==> src/rtl/div_iter_32_if.sv <==
// div_iter_32_if -- operand/result bundle for the iterative 32-bit divider.
//
// Handshake: the requester raises ctrl_DIV for one clock together with
// data_operandA/data_operandB; the divider answers with a one-cycle
// data_resultRDY pulse, and data_result/data_remainder/data_exception are
// valid in that cycle and hold until the next operation completes. There is
// no back-pressure: a new ctrl_DIV always wins and aborts any operation in
// flight.
//
// Modports:
//   master : requester side (drives ctrl_DIV and the operands)
//   slave  : divider side   (drives the result, remainder, exception, RDY)
interface div_iter_32_if;
   logic        ctrl_DIV;
   logic [31:0] data_operandA;
   logic [31:0] data_operandB;
   logic [31:0] data_result;
   logic [31:0] data_remainder;
   logic        data_exception;
   logic        data_resultRDY;

   modport master (
      output ctrl_DIV, data_operandA, data_operandB,
      input  data_result, data_remainder, data_exception, data_resultRDY
   );

   modport slave (
      input  ctrl_DIV, data_operandA, data_operandB,
      output data_result, data_remainder, data_exception, data_resultRDY
   );
endinterface

==> src/rtl/div_iter_32.sv <==
// div_iter_32 -- signed 32-bit restoring divider, one quotient bit per clock.
//
// Operands are captured on the edge where ctrl_DIV=1, converted to magnitudes
// and divided over 32 shift/subtract iterations in a 64-bit remainder/quotient
// register. One extra edge applies the signs and registers the outputs, so
// data_resultRDY pulses in the cycle after the 33rd edge following capture.
// A zero divisor short-circuits to completion after one edge.
//
// Ports:
//   clock       : sole clock, rising edge
//   reset_n     : asynchronous active-low reset
//   div_bus     : div_iter_32_if.slave (start strobe, operands, results, RDY)
//   dbg_state_o : current FSM state (0 IDLE, 1 RUN, 2 DONE)
//   dbg_count_o : iteration counter
module div_iter_32 #(
   parameter int WIDTH = 32
) (
   input  logic          clock,
   input  logic          reset_n,
   div_iter_32_if.slave  div_bus,
   output logic [1:0]    dbg_state_o,
   output logic [5:0]    dbg_count_o
);

   typedef enum logic [1:0] {
      S_IDLE = 2'd0,
      S_RUN  = 2'd1,
      S_DONE = 2'd2
   } state_t;

   localparam logic [WIDTH-1:0] MIN_NEG = {1'b1, {(WIDTH-1){1'b0}}};

   state_t             state_q, state_d;
   logic [5:0]         cnt_q, cnt_d;
   logic [2*WIDTH-1:0] rq_q, rq_d;
   logic [WIDTH-1:0]   abs_b_q, abs_b_d;
   logic [WIDTH-1:0]   op_a_q, op_a_d;
   logic               sign_a_q, sign_a_d;
   logic               sign_b_q, sign_b_d;
   logic               div_zero_q, div_zero_d;
   logic               ovf_q, ovf_d;
   logic [WIDTH-1:0]   result_q, result_d;
   logic [WIDTH-1:0]   rem_q, rem_d;
   logic               exc_q, exc_d;
   logic               rdy;

   logic               capture;
   logic               iter_done;
   logic [WIDTH-1:0]   abs_a;
   logic [WIDTH:0]     diff;
   logic [2*WIDTH-1:0] rq_iter;
   logic [WIDTH-1:0]   quot_fin;
   logic [WIDTH-1:0]   rem_fin;

   assign capture   = div_bus.ctrl_DIV;
   // Counter runs 0..31 for the iterations and parks at 32 for the sign fix-up edge.
   assign iter_done = (cnt_q == 6'(WIDTH));

   // ---------------- FSM: state register ----------------
   always_ff @(posedge clock or negedge reset_n) begin
      if (!reset_n) begin
         state_q <= S_IDLE;
      end else begin
         state_q <= state_d;
      end
   end

   // ---------------- FSM: next state ----------------
   always_comb begin
      state_d = state_q;
      if (capture) begin
         // A start strobe always restarts, whatever the current state.
         state_d = S_RUN;
      end else begin
         case (state_q)
            S_IDLE:  state_d = S_IDLE;
            S_RUN:   if (div_zero_q || iter_done) state_d = S_DONE;
            S_DONE:  state_d = S_IDLE;
            default: state_d = S_IDLE;
         endcase
      end
   end

   // ---------------- FSM: outputs ----------------
   always_comb begin
      rdy         = (state_q == S_DONE);
      dbg_state_o = state_q;
      dbg_count_o = cnt_q;
   end

   // ---------------- datapath: combinational ----------------
   always_comb begin
      // -2^31 negates to itself, which read as unsigned is the correct magnitude.
      abs_a = div_bus.data_operandA[WIDTH-1] ? (-div_bus.data_operandA)
                                             : div_bus.data_operandA;

      // Trial subtraction of the divisor from the upper half of (RQ << 1).
      diff    = {1'b0, rq_q[2*WIDTH-2:WIDTH-1]} - {1'b0, abs_b_q};
      rq_iter = diff[WIDTH] ? {rq_q[2*WIDTH-2:0], 1'b0}
                            : {diff[WIDTH-1:0], rq_q[WIDTH-2:0], 1'b1};

      quot_fin = (sign_a_q ^ sign_b_q) ? (-rq_q[WIDTH-1:0]) : rq_q[WIDTH-1:0];
      rem_fin  = sign_a_q ? (-rq_q[2*WIDTH-1:WIDTH]) : rq_q[2*WIDTH-1:WIDTH];

      rq_d       = rq_q;
      cnt_d      = cnt_q;
      abs_b_d    = abs_b_q;
      op_a_d     = op_a_q;
      sign_a_d   = sign_a_q;
      sign_b_d   = sign_b_q;
      div_zero_d = div_zero_q;
      ovf_d      = ovf_q;
      result_d   = result_q;
      rem_d      = rem_q;
      exc_d      = exc_q;

      if (capture) begin
         rq_d       = {{WIDTH{1'b0}}, abs_a};
         cnt_d      = '0;
         abs_b_d    = div_bus.data_operandB[WIDTH-1] ? (-div_bus.data_operandB)
                                                     : div_bus.data_operandB;
         op_a_d     = div_bus.data_operandA;
         sign_a_d   = div_bus.data_operandA[WIDTH-1];
         sign_b_d   = div_bus.data_operandB[WIDTH-1];
         div_zero_d = (div_bus.data_operandB == '0);
         ovf_d      = (div_bus.data_operandA == MIN_NEG) && (div_bus.data_operandB == '1);
      end else if (state_q == S_RUN) begin
         if (div_zero_q) begin
            result_d = '0;
            rem_d    = op_a_q;
            exc_d    = 1'b1;
         end else if (!iter_done) begin
            rq_d  = rq_iter;
            cnt_d = cnt_q + 6'd1;
         end else begin
            // The -2^31 / -1 quotient wraps back to 0x80000000 through quot_fin.
            result_d = quot_fin;
            rem_d    = rem_fin;
            exc_d    = ovf_q;
         end
      end
   end

   // ---------------- datapath: registers ----------------
   always_ff @(posedge clock or negedge reset_n) begin
      if (!reset_n) begin
         rq_q       <= '0;
         cnt_q      <= '0;
         abs_b_q    <= '0;
         op_a_q     <= '0;
         sign_a_q   <= 1'b0;
         sign_b_q   <= 1'b0;
         div_zero_q <= 1'b0;
         ovf_q      <= 1'b0;
         result_q   <= '0;
         rem_q      <= '0;
         exc_q      <= 1'b0;
      end else begin
         rq_q       <= rq_d;
         cnt_q      <= cnt_d;
         abs_b_q    <= abs_b_d;
         op_a_q     <= op_a_d;
         sign_a_q   <= sign_a_d;
         sign_b_q   <= sign_b_d;
         div_zero_q <= div_zero_d;
         ovf_q      <= ovf_d;
         result_q   <= result_d;
         rem_q      <= rem_d;
         exc_q      <= exc_d;
      end
   end

   assign div_bus.data_result    = result_q;
   assign div_bus.data_remainder = rem_q;
   assign div_bus.data_exception = exc_q;
   assign div_bus.data_resultRDY = rdy;

endmodule

==> src/flat_wrapper.sv <==
// flat-port wrapper written by rule: the top's interface ports become plain ports
module div_iter_32_flat 
#(
   parameter int WIDTH = 32
)
  (clock, reset_n, dbg_state_o, dbg_count_o, div_bus_ctrl_DIV, div_bus_data_operandA, div_bus_data_operandB, div_bus_data_result, div_bus_data_remainder, div_bus_data_exception, div_bus_data_resultRDY);
  div_iter_32_if div_bus_i ();
  input  logic clock;
  input  logic reset_n;
  output logic [1:0] dbg_state_o;
  output logic [5:0] dbg_count_o;
  input wire logic [$bits(div_bus_i.ctrl_DIV)-1:0] div_bus_ctrl_DIV;
  input wire logic [$bits(div_bus_i.data_operandA)-1:0] div_bus_data_operandA;
  input wire logic [$bits(div_bus_i.data_operandB)-1:0] div_bus_data_operandB;
  output wire logic [$bits(div_bus_i.data_result)-1:0] div_bus_data_result;
  output wire logic [$bits(div_bus_i.data_remainder)-1:0] div_bus_data_remainder;
  output wire logic [$bits(div_bus_i.data_exception)-1:0] div_bus_data_exception;
  output wire logic [$bits(div_bus_i.data_resultRDY)-1:0] div_bus_data_resultRDY;
  assign div_bus_i.ctrl_DIV = div_bus_ctrl_DIV;
  assign div_bus_i.data_operandA = div_bus_data_operandA;
  assign div_bus_i.data_operandB = div_bus_data_operandB;
  assign div_bus_data_result = div_bus_i.data_result;
  assign div_bus_data_remainder = div_bus_i.data_remainder;
  assign div_bus_data_exception = div_bus_i.data_exception;
  assign div_bus_data_resultRDY = div_bus_i.data_resultRDY;
  div_iter_32 #(.WIDTH(WIDTH)) u_core (.clock(clock), .reset_n(reset_n), .div_bus(div_bus_i), .dbg_state_o(dbg_state_o), .dbg_count_o(dbg_count_o));
endmodule
==> config.mk <==
export PLATFORM = sky130hd
export DESIGN_NAME = div_iter_32_flat
export DESIGN_NICKNAME = d
export VERILOG_FILES = /design/src/rtl/div_iter_32_if.sv /design/src/rtl/div_iter_32.sv /design/src/flat_wrapper.sv
export SDC_FILE = /design/constraint.sdc
export NUM_CORES = 1
export LEC_CHECK = 0
export BUFFER_PORTS_ARGS = -buffer_cell sky130_fd_sc_hd__buf_2
export CORE_UTILIZATION = 31
export CTS_CLUSTER_SIZE = 14
export DETAILED_ROUTE_END_ITERATION = 7
export SYNTH_ARGS = -nofsm -noshare
export SYNTH_HDL_FRONTEND = slang
export SYNTH_SLANG_ARGS = --single-unit
==> constraint.sdc <==
create_clock -name clock -period 9.33 [get_ports clock]
set_input_delay 0.933 -clock clock [delete_from_list [all_inputs] [get_ports clock]]
set_output_delay 0.933 -clock clock [all_outputs]
set_load 0.01 [all_outputs]
Word level (Yosys, flattened, before mapping)
Cells that the tools add are included.
{"block": "classes", "n_bitwise": 2, "multipliers": 0, "reduce_logical": 7, "mux": 22, "order_cmp": 0, "div": 0, "n_eq_ne": 8, "add_sub_neg": 6, "n_shift": 0}
{"cell": "$mux 64", "count": 5}
{"cell": "$mux 32", "count": 8}
{"cell": "$neg 32->32", "count": 4}
{"cell": "$eq 32x32->1 const B", "count": 2}
{"cell": "$sub 32x32->33", "count": 1}
{"cell": "$logic_not 32->1", "count": 1}
{"cell": "$mux 6", "count": 4}
{"cell": "$add 6x1->6 const B", "count": 1}
{"cell": "$eq 6x6->1 const B", "count": 1}
{"cell": "$mux 2", "count": 3}
{"cell": "$reduce_and 3->1", "count": 2}
{"cell": "$ne 2x2->1 const B", "count": 2}
{"cell": "$reduce_bool 2->1", "count": 2}
{"cell": "$ne 3x2->1 const B", "count": 1}
{"cell": "$eq 2x1->1 const B", "count": 1}
{"cell": "$eq 2x2->1 const B", "count": 1}
{"cell": "$mux 1", "count": 2}
{"cell": "$logic_and 1x1->1", "count": 1}
{"cell": "$logic_or 1x1->1", "count": 1}
{"cell": "$not 1->1", "count": 1}
{"cell": "$xor 1x1->1", "count": 1}
{"block": "totals", "reg_bits": 205, "output_inout_bits": 74, "wordCells": 57, "memories": 0, "latchBits": 0, "input_bits": 67, "ramBits": 0, "rom_bits": 0}

Depth between registers and ports, before layout
Gate-level depths: netlist (run 1).
{"block": "depth", "word_depth": 6, "ltp_mapped": 15, "depth_no_buf": 13}

Least setup slack after synthesis (run 1)
Ideal clock, no wire load.
{"block": "synth_timing", "path_type": "register -> register", "startpoint": "register u_core.rq_q[31]", "endpoint": "register u_core.rq_q[61]", "t_required_ns": 9.198, "setup_ns": 0.132, "path_slack_ns": 5.979, "arrival_time_ns": 3.219, "stages_incl_launch_ff": 16, "synth_period_minus_slack_ns": 3.351, "n_path_buf": 2, "cell_sequence": "dfrtp_1 -> inv_1 -> ha_1 -> fa_1 -> nand2b_1 -> a21oi_1 -> a41o_1 -> a21oi_1 -> o31a_1 -> o31a_1 -> nor2_1 -> buf_4 -> buf_2 -> nor2_1 -> a221oi_1 -> nor2_1"}
{"block": "synth_between", "elab_chain_cells": 6}
{"element": "start, declared", "line_no": "div_iter_32.sv:35", "source": "logic [2*WIDTH-1:0] rq_q, rq_d;"}
{"element": "start signal, assigned", "line_no": "div_iter_32.sv:159", "source": "rq_q <= rq_d;"}
{"element": "$sub 32x32->33", "line_no": "div_iter_32.sv:98", "source": "diff = {1'b0, rq_q[2*WIDTH-2:WIDTH-1]} - {1'b0, abs_b_q};"}
{"element": "$mux 64", "line_no": "div_iter_32.sv:99", "source": "rq_iter = diff[WIDTH] ? {rq_q[2*WIDTH-2:0], 1'b0}"}
{"element": "$mux 64", "line_no": "div_iter_32.sv:132", "source": "end else if (!iter_done) begin"}
{"element": "$mux 64", "line_no": "div_iter_32.sv:128", "source": "if (div_zero_q) begin"}
{"element": "$mux 64", "line_no": "div_iter_32.sv:127", "source": "end else if (state_q == S_RUN) begin"}
{"element": "$mux 64", "line_no": "div_iter_32.sv:117", "source": "if (capture) begin"}
Every way passes these cells. The select of a mux whose other input is x is not followed.
A chain may end at the register's enable or synchronous reset.

Worst setup path after layout (run 1)
{"block": "layout_timing", "startpoint": "register u_core.rq_q[31]", "endpoint": "register u_core.rq_q[44]"}
Same word-level chain as after synthesis.

==> impl_metrics.yaml, run 1 <==
placed_design:
  dp_cells: 2067
  dpl.hpwl_mm: 26.58
  gp_congestion: 0.8899
  io_buffers: 140
yosys:
  synth_top_family_by_area: "compound AO/OA/AOI/OAI gates"
  synthTopCellsByCount: "204 x dfrtp_1, 172 x nand2_1, 171 x o21ai_0"
  seq_area_frac_synth_pct: 40.11
  synth_edf_count: 0
  synthMuxAreaShare_pct: 6.292
  synth_fa_ha_area_share_pct: 4.090
  yosys_most_used_dff: "dfrtp_1"
  synthTopCellsByArea: "dfrtp_1 40%, o21ai_0 6.7%, xor2_1 5.8%"
  yosysMostFrequentCell: "dfrtp_1"
  synth_compound_area_share_pct: 19.01
  avgSynthCellArea_um2: 8.658
  yosys.area.top_type: "dfrtp_1"
  ys_ff_latch: 204
  ys_async_sr_fraction_pct: 100.0
  synth_warnings: 0
  syn-num-nets: 1578
  synth_top_area_share_pct: 40.11
  synth_cell_type_count: 61
  syn_inst: 1470
  syn_area_um2: 12730
  synth_xor_area_share_pct: 10.12
  yosys.area_share.simple_pct: 16.22
detailed_routing:
  wl_per_cell_um: 16.88
  antenna_left: 0
  drc: 0
  vias_per_cell: 5.145
  wl_mm: 35.73
  drt_iter0_markers: 731
  dr_total_vias: 10891
  firstDrtPassIters: 5
final_layout:
  area_delta_synth_final_pct: 15.76
  fin_cells: 2117
  final_core_utilization_pct: 36.74
  regArea_um2: 5106
  post_route_cells_drive_above_1_share_pct: 15.30
  layout.nets: 1677
  multi_input_area_um2: 7123
  nFillCells: 4145
clock_tree:
  cts_sinks: 204
  cts_max_path_buffers: 3
  htreeDepth: 1
  clkTransAtPathRegs_ns: 0.06
  numCtsBuffers: 25
  post-cts-setup-buffers: 0
  cts_tree: "done"
  cts_hold_buf: 0
  ctsRootBufferMaster: "clkbuf_16"
  clock_latency_ns: 0.53
  cts_resized: 0
sta:
  tns_ns: 0
  max_slew_margin_pct: 18.56
  tightest_slew_ns: 1.218
  drv_slew: 0
  fmax_mhz: 232.7
  finalHoldViolations: 0
  timing.final.crit_share_pct: 46.07
  finClkSkew_ns: 0.01719
  rsz0062_at_grt: "false"
  whs_ns: 0.4699
  finalSetupViolCount: 0
  fin_crit_ns: 4.298
setup_path:
  cp-endpoint: "u_core.rq_q[44]"
  r2r_slack_ns: 5.03
  critPathKind: "register to register"
  arrival_ns: 4.71
  cp-startpoint: "u_core.rq_q[31]"
  cp.required_ns: 9.75
  rr_worst_depth: 12
  r2r_end: "u_core.rq_q[44]"
  reg2reg_from: "u_core.rq_q[31]"
  cp-start-kind: "register"
  critPathMaxFanout: 38
  cp-end-kind: "register"
floorplanning:
  die_h_um: 204.6
  io_pins: 141
  die_area_um2: 41870
  start_util_pct: 31.74
  fp.dieW_um: 204.6
  core_region_area_um2: 40100
  num_rows: 73
global_routing:
  grt_max_degree: 108
  grt_pass1_wl_mm: 57.17
  track_usage_pct: 17.03
  grt_overflow: 0
  antenna_found_initial: 3
  first_global_vias: 10326
run:
  cap_violations: 0
power:
  total_power_mw: 2.429
  p_leak_nw: 6.840
  vdd_drop_max_v: 0.0001119
  power_density_nw_per_um2: 164.9
min_path:
  hold_class: "register to register"
status:
  status: "finished, final reports clean"
where the power goes:
| part | switching, mW | total [mW] | internal [mW] |
|---|---|---|---|
| clock network | 0.390 | 0.974 | 0.584 |
| logic | 0.250 | 0.424 | 0.174 |
| registers | 0.0687 | 1.03 | 0.963 |
| total | 0.709 | 2.43 | 1.72 |
logic make-up after synthesis:
kind of cell               Yosys count
and+or+nand+nor                    449
AOI/OAI and AO/OA                  414
DFF                                204
xor gates and xnor gates           147
buffers and inverters              139
muxes                               76
adders and majority gates           41
worst min path at each step:
stage                                            from                           endpoint  slack [ns]  cells after the start
floorplan                          u_core.abs_b_q[31]                 u_core.abs_b_q[31]        0.48                      2
global placement       u_core.div_bus.data_result[27]     u_core.div_bus.data_result[27]        0.46                      2
detailed placement  u_core.div_bus.data_remainder[31]  u_core.div_bus.data_remainder[31]        0.46                      1
CTS                     u_core.div_bus.data_result[7]      u_core.div_bus.data_result[7]        0.48                      2
global route        u_core.div_bus.data_remainder[29]  u_core.div_bus.data_remainder[29]        0.50                      2
finish                 u_core.div_bus.data_result[20]     u_core.div_bus.data_result[20]        0.47                      2
cell type report:
class	instances	area share, %
clock buffers	30	4.442
clock inverters	16	1.130
diodes	4	0.06794
flip-flops and latches	204	34.66
repair buffers	149	5.316
well taps	525	4.459
inverters	62	1.580
multi-input cells	1127	48.35
flip-flops by register name, summed over array words and instances, names as in the netlist:
| register | flops |
|---|---|
| u_core.rq_q | 64 |
| u_core.abs_b_q | 32 |
| u_core.div_bus.data_remainder | 32 |
| u_core.div_bus.data_result | 32 |
| u_core.op_a_q | 31 |
| u_core.dbg_count_o | 6 |
| u_core.dbg_state_o | 2 |
| u_core.div_bus.data_exception | 1 |
| u_core.div_zero_q | 1 |
| u_core.ovf_q | 1 |
| u_core.sign_a_q | 1 |
| u_core.sign_b_q | 1 |
critical path, stage by stage, from the launching register on:
cell	delay [ns]
dfrtp_1	0.39
inv_1	0.09
ha_1	0.19
fa_1	0.41
nand2b_1	0.16
a21oi_1	0.29
a41o_1	0.32
a21oi_1	0.14
o31a_1	0.36
o31a_1	0.37
nor2_4	0.94
mux2i_1	0.19
a211oi_1	0.29
per-stage QoR:
step                setup WS, ns  area (um2)
global route               4.779       14730
CTS                        5.063       14720
detailed placement         5.115       13900
finish                     5.032       14730
floorplan                  5.979       12730
global placement           5.211       13900
cells in the final DEF, fill, tap and decap left out, drive strengths merged, types with 16 or more instances in the layout:
cell type  instances
nand3             17
o21ai            173
buf              148
mux2i             44
nor3              16
a21o              18
inv               63
dfrtp            204
or3               22
a21oi            123
mux2              32
ha                40
xor2              85
nand2            172
xnor2             62
o31ai             29
clkbuf            31
nor2             133
or4               17
metal layers:
metal	part of all wire [%]	global-route usage [%]
met1	48	24.55
met3	5.2	2.116
met5	0	0
met4	1.7	4.291
met2	45	26.75
(Power assumes the default switching activity.)
==> inputs of run 2 (changes only) <==
--- a/config.mk
+++ b/config.mk
@@ -5,6 +5,7 @@
 export SDC_FILE = /design/constraint.sdc
 export NUM_CORES = 1
 export LEC_CHECK = 0
+export ABC_AREA = 1
 export BUFFER_PORTS_ARGS = -buffer_cell sky130_fd_sc_hd__buf_2
 export CORE_UTILIZATION = 31
 export CTS_CLUSTER_SIZE = 14
==> constraint.sdc (replaced) <==
create_clock -name clock -period 4.5 [get_ports clock]
set_input_delay 0.45 -clock clock [delete_from_list [all_inputs] [get_ports clock]]
set_output_delay 0.45 -clock clock [all_outputs]
set_load 0.01 [all_outputs]
==> run 2 against run 1 <==
Non-clock buffer count up 3. Sequential cell count unchanged. Sequential power up 140%. Hold slack worse by 0.31 ns. Highest routed layer unchanged.
==> impl_metrics.yaml, run 2 <==
clock_tree:
  cts_sinks: 204
  cts_max_path_buffers: 3
  ctsRootBufferMaster: "clkbuf_16"
  numCtsBuffers: 26
  post-cts-setup-buffers: 0
  cts_resized: 0
  clock_latency_ns: 0.57
  htreeDepth: 1
  clkTransAtPathRegs_ns: 0.06
  cts_hold_buf: 1
  cts_tree: "done"
yosys:
  synth_cell_type_count: 43
  synthTopCellsByCount: "742 x nand2_1, 296 x inv_1, 216 x nand3_1"
  ys_async_sr_fraction_pct: 100.0
  syn_area_um2: 14540
  synth_edf_count: 0
  synth_top_area_share_pct: 35.12
  avgSynthCellArea_um2: 6.446
  synth_warnings: 0
  yosys_most_used_dff: "dfrtp_1"
  syn_inst: 2255
  synthTopCellsByArea: "dfrtp_1 35%, nand2_1 19%, inv_1 7.6%"
  syn-num-nets: 2363
  yosysMostFrequentCell: "nand2_1"
  seq_area_frac_synth_pct: 35.12
  ys_ff_latch: 204
  yosys.area.top_type: "dfrtp_1"
final_layout:
  final_cell_mix: "741 x nand2_1, 296 x inv_1, 216 x nand3_1"
  regArea_um2: 5105
  multi_input_area_um2: 7890
  n_antenna_cell: 0
  area_delta_synth_final_pct: 13.88
  regMostFlops: "u_core.rq_q"
  largest_register_ffs: 64
  layout.nets: 2469
  fin_area_um2: 16550
  final_core_utilization_pct: 36.17
  final_common_cell: "nand2_1"
  fin_cells: 2977
  post_route_cells_drive_above_1_share_pct: 10.05
  nFillCells: 5001
setup_path:
  critPathMaxFanout: 41
  r2r_end: "u_core.rq_q[14]"
  cp-end-kind: "register"
  cp.required_ns: 4.99
  reg2reg_from: "u_core.div_zero_q"
  cp-start-kind: "register"
  rr_worst_depth: 10
  arrival_ns: 3.53
  critPathKind: "register to register"
  r2r_slack_ns: 1.46
placed_design:
  post-place-ws_ns: 1.484
  gp_congestion: 0.9656
  dp_cells: 2932
  io_buffers: 140
  dpl.hpwl_mm: 41.16
  dpl-instance-area_um2: 15750
sta:
  finalHoldViolations: 0
  fin_crit_ns: 3.036
  fin_ws_ns: 1.464
  timing.final.crit_share_pct: 67.48
  whs_ns: 0.1562
  fmax_mhz: 329.3
  max_slew_margin_pct: 35.69
  finClkSkew_ns: 0.02947
  rsz0062_at_grt: "false"
  tns_ns: 0
  finalSetupViolCount: 0
  drv_slew: 0
  tightest_slew_ns: 0.9647
floorplanning:
  core_region_area_um2: 45770
  io_pins: 141
  die_area_um2: 47760
  fp.dieW_um: 218.5
  num_rows: 78
  start_util_pct: 31.76
  die_h_um: 218.5
power:
  p_leak_nw: 8.867
  vdd_drop_max_v: 0.0003179
  power_density_nw_per_um2: 518.9
  total_power_mw: 8.589
detailed_routing:
  drt_iter0_markers: 1298
  dr_total_vias: 15063
  vias_per_cell: 5.060
  wl_mm: 52.59
  wl_per_cell_um: 17.66
  antenna_left: 0
  drc: 0
  firstDrtPassIters: 5
global_routing:
  track_usage_pct: 22.19
  grt_max_degree: 129
  grt_util_met2_pct: 34.75
  grt_overflow: 0
  antenna_found_initial: 0
  met3_usage_pct: 3.452
  met1_usage_pct: 32.12
  grt-busiest-layer: "met2"
  first_global_vias: 14237
  grt_pass1_wl_mm: 82.20
run:
  cap_violations: 0
min_path:
  min_path_cells: 3
  hp-start: "div_bus_data_operandA[1]"
  holdPathEnd: "u_core.op_a_q[1]"
  hold_class: "input pin to register"
status:
  status: "finished, final reports clean"
-- run 2: how the worst max path moves through the flow --
stage / from / end
finish: u_core.div_zero_q / u_core.rq_q[14]
global route: u_core.sign_a_q / u_core.div_bus.data_result[24]
CTS: u_core.div_zero_q / u_core.rq_q[14]
detailed placement: u_core.div_zero_q / u_core.rq_q[14]
global placement: u_core.div_zero_q / u_core.rq_q[18]
floorplan: u_core.rq_q[31] / u_core.rq_q[51]
-- run 2: final cells by class --
cell class	instances	area share, %
multi-input combinational	1658	47.66
sequential	204	30.84
inverter	319	7.249
timing repair buffer	152	4.936
tap	600	4.535
clock buffer	39	4.407
clock inverter	5	0.3704
-- run 2: cell families after synthesis --
logic type                 Yosys count  share of synthesized area [%]
xor gates and xnor gates            42                          2.531
AOI/OAI and AO/OA                  340                          12.66
DFF                                204                          35.12
buffers and inverters              393                          10.65
adders and majority gates           41                          3.581
and+or+nand+nor                   1235                          35.46
-- run 2: where the power goes --
| part | internal, mW | switching, mW | total (mW) |
|---|---|---|---|
| sequential | 2.14 | 0.348 | 2.48 |
| combinational | 1.31 | 2.79 | 4.10 |
| clock | 1.17 | 0.839 | 2.00 |
| total | 4.61 | 3.98 | 8.59 |
-- run 2: layer usage --
metal	up-vias	wire (um)
li1	7439	-
met5	-	0
met2	421	23300
met3	50	3617
met4	0	800
met1	7153	24870
-- run 2: critical path, stage by stage (launching register included) --
cell      delay (ns)
dfrtp_1         0.36
buf_4           0.25
inv_4           0.33
nand2_1         0.22
nor2_4          0.18
nor2_2          0.04
buf_4           0.26
inv_2           0.63
buf_4           0.43
o211ai_1        0.14
o21ai_0         0.09
